$ cat config.mk
export PLATFORM = sky130hd
export DESIGN_NAME = uart_tx_arbiter
export DESIGN_NICKNAME = d
export VERILOG_FILES = /design/src/rtl/uart_tx_arbiter.sv
export SDC_FILE = /design/constraint.sdc
export NUM_CORES = 1
export LEC_CHECK = 0
export CORE_UTILIZATION = 43
export CTS_CLUSTER_SIZE = 16
export DETAILED_ROUTE_END_ITERATION = 6
export GPL_TIMING_DRIVEN = 0
export PLACE_DENSITY = 0.88
export SETUP_SLACK_MARGIN = 0.2
export SYNTH_ARGS = -nofsm -noshare
export SYNTH_HDL_FRONTEND = slang
export SYNTH_SLANG_ARGS = --single-unit
$ cat constraint.sdc
create_clock -name clk -period 1.97 [get_ports clk]
set_clock_uncertainty 0.05 [all_clocks]
set_input_delay 0.2955 -clock clk [delete_from_list [all_inputs] [get_ports clk]]
set_output_delay 0.2955 -clock clk [all_outputs]
set_load 0.1 [all_outputs]
$ cat src/rtl/uart_tx_arbiter.sv
// Round-robin, packet-locking arbiter that shares one uart_tx serializer among
// N_REQ byte producers using valid/ready/last handshakes.
module uart_tx_arbiter #(
  parameter int unsigned N_REQ     = 4,
  parameter int unsigned MAX_BURST = 16,
  parameter int unsigned GAP_MAX   = 255
) (
  input  logic                 clk,
  input  logic                 rst,
  input  logic [N_REQ-1:0]     req_valid,
  input  logic [8*N_REQ-1:0]   req_data,
  input  logic [N_REQ-1:0]     req_last,
  output logic [N_REQ-1:0]     req_ready,
  output logic [7:0]           tx_data,
  output logic                 tx_start,
  input  logic                 tx_ready,
  output logic [N_REQ-1:0]     grant,
  output logic                 abort
);

  localparam int unsigned IW = $clog2(N_REQ);
  localparam int unsigned BW = $clog2(MAX_BURST + 1);
  localparam int unsigned GW = $clog2(GAP_MAX + 1);

  typedef enum logic [1:0] {IDLE, SEND, WAIT} state_t;

  state_t             state_q, state_d;
  logic [IW-1:0]      g_q, g_d;
  logic [IW-1:0]      rr_ptr, rr_d;
  logic [BW-1:0]      burst_cnt, burst_d;
  logic [GW-1:0]      gap_cnt, gap_d;
  logic               end_q, end_d;
  logic [N_REQ-1:0]   grant_d;
  logic [7:0]         data_d;
  logic               start_d;
  logic               abort_d;

  logic               pick_found;
  logic [IW-1:0]      pick_idx;
  logic [IW-1:0]      g_inc;
  int unsigned        scan;

  // Rotating priority scan starting at rr_ptr; first valid index wins.
  always_comb begin
    pick_found = 1'b0;
    pick_idx   = '0;
    scan       = 0;
    for (int unsigned i = 0; i < N_REQ; i++) begin
      scan = 32'(rr_ptr) + i;
      if (scan >= N_REQ) scan = scan - N_REQ;
      if (!pick_found && req_valid[IW'(scan)]) begin
        pick_found = 1'b1;
        pick_idx   = IW'(scan);
      end
    end
  end

  assign g_inc = (g_q == IW'(N_REQ - 1)) ? '0 : g_q + IW'(1);

  always_ff @(posedge clk) begin
    if (rst) begin
      state_q   <= IDLE;
      grant     <= '0;
      g_q       <= '0;
      rr_ptr    <= '0;
      burst_cnt <= '0;
      gap_cnt   <= '0;
      end_q     <= 1'b0;
      tx_data   <= '0;
      tx_start  <= 1'b0;
      abort     <= 1'b0;
    end else begin
      state_q   <= state_d;
      grant     <= grant_d;
      g_q       <= g_d;
      rr_ptr    <= rr_d;
      burst_cnt <= burst_d;
      gap_cnt   <= gap_d;
      end_q     <= end_d;
      tx_data   <= data_d;
      tx_start  <= start_d;
      abort     <= abort_d;
    end
  end

  always_comb begin
    state_d = state_q;
    grant_d = grant;
    g_d     = g_q;
    rr_d    = rr_ptr;
    burst_d = burst_cnt;
    gap_d   = gap_cnt;
    end_d   = end_q;
    data_d  = tx_data;
    start_d = 1'b0;
    abort_d = 1'b0;
    case (state_q)
      IDLE: begin
        if (pick_found && tx_ready) begin
          grant_d = N_REQ'(1) << pick_idx;
          g_d     = pick_idx;
          burst_d = '0;
          gap_d   = '0;
          state_d = SEND;
        end
      end
      SEND: begin
        if (req_valid[g_q]) begin
          data_d  = req_data[{g_q, 3'b000} +: 8];
          start_d = 1'b1;
          burst_d = burst_cnt + BW'(1);
          end_d   = req_last[g_q] | (burst_cnt == BW'(MAX_BURST - 1));
          gap_d   = '0;
          state_d = WAIT;
        end else if (gap_cnt == GW'(GAP_MAX - 1)) begin
          abort_d = 1'b1;
          grant_d = '0;
          rr_d    = g_inc;
          state_d = IDLE;
        end else begin
          gap_d = gap_cnt + GW'(1);
        end
      end
      WAIT: begin
        // tx_ready is still high from the previous frame while tx_start is up.
        if (!tx_start && tx_ready) begin
          if (end_q) begin
            grant_d = '0;
            rr_d    = g_inc;
            state_d = IDLE;
          end else begin
            state_d = SEND;
          end
        end
      end
      default: state_d = IDLE;
    endcase
  end

  always_comb begin
    req_ready = '0;
    if (state_q == SEND && req_valid[g_q]) req_ready[g_q] = 1'b1;
  end

endmodule

* Word level (Yosys, flattened, before mapping)
Cells that the tools add are included.
Storage, ports and cells: register bits 34, input bits 43, output and inout bits 18, word-level logic and storage cells 125
Operators by class: add/subtract/negate cells 10, magnitude comparators 10, eq/ne operators 13, shift-type cells 2, muxes and demuxes 54, bitwise gates (word level) 2, reductions and logical operators 24
Operator list (count):
- two-way mux 2 bit | 17
- indexed part select 32 x 6 -> 8 bit | 1
- two-way mux 4 bit | 6
- two-way mux 8 bit | 3
- case mux 8 bit (2 select lines) | 1
- < comparator 2 x 3 -> 1 bit, second input constant | 5
- two-way mux 1 bit | 14
- binary-select mux 1 bit (select 2 bit) | 6
- case mux 4 bit (3 select lines) | 1
- two-way mux 5 bit | 2
- inequality test 2 bit, second input constant | 5
- case mux 5 bit (2 select lines) | 1
- greater-or-equal comparator 3 bit, second input constant | 3
- AND reduction 3 bit | 3
- adder 8 x 1 -> 8 bit, second input constant | 1
- == test 8 bit, second input constant | 1
- subtractor 2 x 1 -> 2 bit, second input constant | 4
- logical AND 1 bit | 7
- adder 2 x 2 -> 3 bit, second input constant | 2
- inequality test 3 x 2 -> 1 bit, second input constant | 2
- case mux 2 bit (3 select lines) | 1
- AND reduction 6 bit | 1
- adder 5 x 1 -> 5 bit, second input constant | 1
- == test 5 x 4 -> 1 bit, second input constant | 1
- 20 further kinds | 26

* Depth between registers and ports, before layout
word-level depth 17, gate-level depth with buffers 7, gate-level depth less buffers 6

* Worst setup path after synthesis
OpenSTA, ideal clock, no wires.
path type flip-flop to flip-flop, start register g_q[0], end register rr_ptr[0], setup time 0.121 ns, arrival time 1.999 ns, setup slack -0.199 ns, cell stages (with the launch flop) 5, buffers on the path 0, period minus slack after synthesis 2.169 ns, cell sequence dfxtp_1 -> mux4_2 -> o31a_1 -> a211oi_1 -> mux2_2
Between the ends: cells in the longest elaborated chain, start to end 5, elaborated cells between the ends (all ways) 12
RTL lines:
- start: declaration | line 28 | logic [IW-1:0] g_q, g_d;
- start signal: assignment | line 75 | g_q <= g_d;
- adder 2 x 1 -> 2 bit or == test 2 bit (tied branches) | line 58 | assign g_inc = (g_q == IW'(N_REQ - 1)) ? '0 : g_q + IW'(1);
- two-way mux 2 bit | line 58
- two-way mux 2 bit (on tied branches) | line 127, 115
- two-way mux 2 bit (on tied branches) | line 126, 108
- case mux 2 bit (2 select lines) | line 97 | case (state_q)
- end signal: assignment | line 76 | rr_ptr <= rr_d;
- end: declaration | line 29 | logic [IW-1:0] rr_ptr, rr_d;
Parallel ways exist; a longest one is shown, timed or not. The select of a mux whose other input is x is not followed. A chain may end at the register's enable or synchronous reset.

* Worst setup path after layout
start register g_q[0], end output req_ready[3]
Between the ends: cells in the longest elaborated chain, start to end 5, elaborated cells between the ends (all ways) 9
RTL lines:
- < comparator 2 x 3 -> 1 bit (implied by the code) or greater-or-equal comparator 2 x 1 -> 1 bit (tied branches) | line 142 | if (state_q == SEND && req_valid[g_q]) req_ready[g_q] = 1'b1;
- logical AND 1 bit (implied by the code) | line 142
- two-way mux 1 bit (implied by the code) | line 142
- demux 1 bit (select 2 bit) | line 142
- two-way mux 4 bit * | line 142
- end: declaration | line 13 | output logic [N_REQ-1:0] req_ready,
Mark *: on every way between the ends. The rest lies on a longest branch, timed or not. The select of a mux whose other input is x is not followed.

==> out/results.ini <==
[outcome]
status = finished, violations left
violations_in_the_final_reports = negative setup slack

[layout]
synthToLayoutAreaGrowth_pct = 54.8
fill_cell_total_of_the_finished_layout = 280
final-seq-area_um2 = 689
finish.net_count = 372
finalCoreUtilization_pct = 71.3
multiInputGateArea_um2 = 1450
antenna_cells = 0
final_layout_size_suffix_gt1_share_pct = 29.3

[route]
routed_wire_length_per_instance_um = 18.9
route.detailed.vias_per_inst = 6.28
drtAntennaViolNets = 0
vias = 2316
detail_route.iter0.violations = 271
remaining_drc_errors = 0
routed_wirelength_mm = 6.96
detail_route.first_pass.iterations = 5

[setup_path]
crit_path_capture_type = output pin
critical_path_required_ns = 1.62
reg2reg_from = g_q[0]
path_max_fanout = 5
critPathLaunchType = flip-flop
criticalPathCategory = reg2out
crit_arrival_ns = 1.71
timing.critical_path.from = g_q[0]

[synth]
synth_enable_flop_cells = 0
ranking_of_synthesized_cells_by_area = sky130_fd_sc_hd__dfxtp_1 33%, sky130_fd_sc_hd__mux4_2 11%, sky130_fd_sc_hd__ha_1 7.2%, sky130_fd_sc_hd__a21oi_1 5.8%, sky130_fd_sc_hd__nand2_1 5.1%
postSynth.asyncResetShare_pct = 0
synthMostInstantiatedCell = sky130_fd_sc_hd__dfxtp_1
netlist-cell-type-count = 44
synth_top_flop_cell = sky130_fd_sc_hd__dfxtp_1
synthDominantCellAreaShare_pct = 32.8
yosys-top-cells-count = 34 x sky130_fd_sc_hd__dfxtp_1, 28 x sky130_fd_sc_hd__nand2_1, 24 x sky130_fd_sc_hd__a21oi_1, 13 x sky130_fd_sc_hd__inv_1, 12 x sky130_fd_sc_hd__ha_1
avgSynthCellArea_um2 = 8.75
synth.ff_latch_count = 34
netlist_instances = 237
synth-seq-area-share_pct = 32.8
syn_nets = 292
synthDominantAreaCellType = sky130_fd_sc_hd__dfxtp_1
yosys_warnings = 0
netlist_area_um2 = 2070

[global_routing]
grt_antenna_before_repair = 0
grt_start_max_net_pins = 11
grt_usage_pct = 28.2
grt_use_met3_pct = 6.61
gr-usage-met1_pct = 34.2
grt_pass1_vias = 2276
busiest_layer = met2
overflow = 0
grt_first_pass_wirelength_mm = 11.1
globalRouteMet2Util_pct = 45.6

[cts]
worstSkewPairLatency_ns = 0.30
cts_htree_levels = 2
cts_hold_buf = 0
tritoncts = built
clk_transition_reported_paths_ns = 0.07
cts-root-buf = sky130_fd_sc_hd__clkbuf_8
tritoncts.num_buffers = 5
cts_max_path_buffers = 2
clock-sinks = 34

[placement]
dp_worst_setup_slack_ns = -1.04
gpl.final_weighted_congestion = 0.851
dp_hpwl_mm = 4.47
place.port_buffers = 60

[floorplanning]
initial_utilization_pct = 46.0
rows = 24
die_height_um = 71.4
fp.dieW_um = 71.4
core_region_area_um2 = 4500
ios = 61
die_area_um2 = 5100

[timing]
timing.final.crit_period_ns = 2.06
setup-violations-final = 6
maxSlewHeadroom_pct = 37.5
achievable-frequency_mhz = 487
min_period_over_period_pct = 104
grt_setup_unrepaired = yes
timing.final.hold_violations = 0
slack_of_the_critical_path_ns = -0.0854
timing_worst_slew_pin_value_ns = 0.941
slew_violations = 0

[job]
max_cap_viol_count = 0

[pwr]
p_leak_nw = 1.16
total_power_w = 0.00334
power.ir.vdd_worst_mv = 0.962
pd_cells_nw_per_um2 = 1040

[worst_hold_path]
min_from = tx_data[5]
min_path_type = reg2reg

worst max-delay path, stage by stage, from the launching register on:
cell and delay [ns]:
sky130_fd_sc_hd__dfxtp_4 0.37, sky130_fd_sc_hd__mux4_2 0.54, sky130_fd_sc_hd__buf_6 0.16, sky130_fd_sc_hd__and3_4 0.18, sky130_fd_sc_hd__buf_12 0.16
placed cells by master, fill, tap and decap left out, types with 3 or more instances in the layout:
master                             n
sky130_fd_sc_hd__a21oi_1          22
sky130_fd_sc_hd__and2_1            3
sky130_fd_sc_hd__and3_1            3
sky130_fd_sc_hd__and3_4            4
sky130_fd_sc_hd__buf_12            5
sky130_fd_sc_hd__buf_4            12
sky130_fd_sc_hd__buf_6             3
sky130_fd_sc_hd__clkbuf_1          5
sky130_fd_sc_hd__clkbuf_4          3
sky130_fd_sc_hd__clkbuf_8          7
sky130_fd_sc_hd__clkdlybuf4s15_2  13
sky130_fd_sc_hd__clkdlybuf4s50_1  38
sky130_fd_sc_hd__dfxtp_1          29
sky130_fd_sc_hd__dfxtp_2           4
sky130_fd_sc_hd__dlygate4sd2_1     4
sky130_fd_sc_hd__ha_1             10
sky130_fd_sc_hd__inv_1            12
sky130_fd_sc_hd__mux2i_1           3
sky130_fd_sc_hd__mux4_2           10
sky130_fd_sc_hd__nand2_1          26
sky130_fd_sc_hd__nand2b_1          3
sky130_fd_sc_hd__nand3_1           4
sky130_fd_sc_hd__nand4_1           5
sky130_fd_sc_hd__nor2_1            7
sky130_fd_sc_hd__nor2b_1           3
sky130_fd_sc_hd__nor3_1            7
sky130_fd_sc_hd__o211ai_1          5
sky130_fd_sc_hd__o21ai_0           9
sky130_fd_sc_hd__o31ai_1           4
sky130_fd_sc_hd__o41ai_2           5
sky130_fd_sc_hd__or3_1             3
sky130_fd_sc_hd__or4_4             3
cell families after synthesis:
logic type | after synthesis | synth area share, %
AOI/OAI and AO/OA | 66 | 20.8
and+or+nand+nor | 84 | 20.7
buffers and inverters | 26 | 5.13
DFF | 34 | 32.8
muxes | 15 | 13.3
adders and majority gates | 12 | 7.24
metrics by stage:
| step | cells | setup TNS [ns] | instance area [um^2] | hold slack [ns] |
|---|---|---|---|---|
| 2_1_floorplan | 237 | 0 | 2100 | 0.397 |
| 3_3_place_gp | 349 | -15.73 | 2760 | 0.392 |
| 3_5_place_dp | 349 | -16.91 | 2760 | 0.400 |
| 4_1_cts | 367 | -0.370 | 3130 | 0.409 |
| 5_1_grt | 369 | -0.810 | 3210 | 0.441 |
| 6_report | 369 | -0.384 | 3210 | 0.409 |
worst paths after layout:
| path | end | cells past startpoint | slack, ns |
|---|---|---|---|
| setup / recovery | req_ready[3] | 4 | -0.09 |
| hold / removal | tx_data[5] | 2 | 0.41 |
| setup reg to reg | gap_cnt[4] | 7 | -0.06 |
| hold reg to reg | tx_data[5] | 2 | 0.41 |
state kept, by name (all words and copies together) (netlist names):
name	cells
rr_ptr	2
gap_cnt	8
grant	4
g_q	2
abort	1
end_q	1
burst_cnt	5
tx_data	8
tx_start	1
state_q	2
where the power goes:
part           switching [W]  internal (W)
registers          0.0000807      0.000793
logic                0.00117      0.000749
clock network       0.000265      0.000278
what timing repair did:
item | 4_1_cts | 5_1_grt
pin swaps | 11 | 9
resized for setup | 117 | 19
gates cloned | 1 | 0
endpoints found under the setup margin | 50 | 35
setup buffers | 10 | 2
endpoints found under the hold margin | 0 | 0
area by class of cell:
| cell class | count | area share [%] |
|---|---|---|
| clock buffer | 7 | 2.69 |
| buffer | 13 | 3.16 |
| timing repair buffer | 73 | 23.9 |
| multi-input combinational | 177 | 45.3 |
| sequential | 34 | 21.5 |
| inverter | 13 | 1.52 |
| tap | 52 | 2.03 |
layer usage:
| metal | up-vias | wire length (um) | share of wire, % |
|---|---|---|---|
| li1 | 1043 | - | - |
| met5 | - | 0 | 0 |
| met4 | 0 | 184 | 2.6 |
| met2 | 118 | 3600 | 52 |
| met3 | 28 | 424 | 6.1 |
| met1 | 1127 | 2750 | 40 |
(Power assumes the default switching activity.)
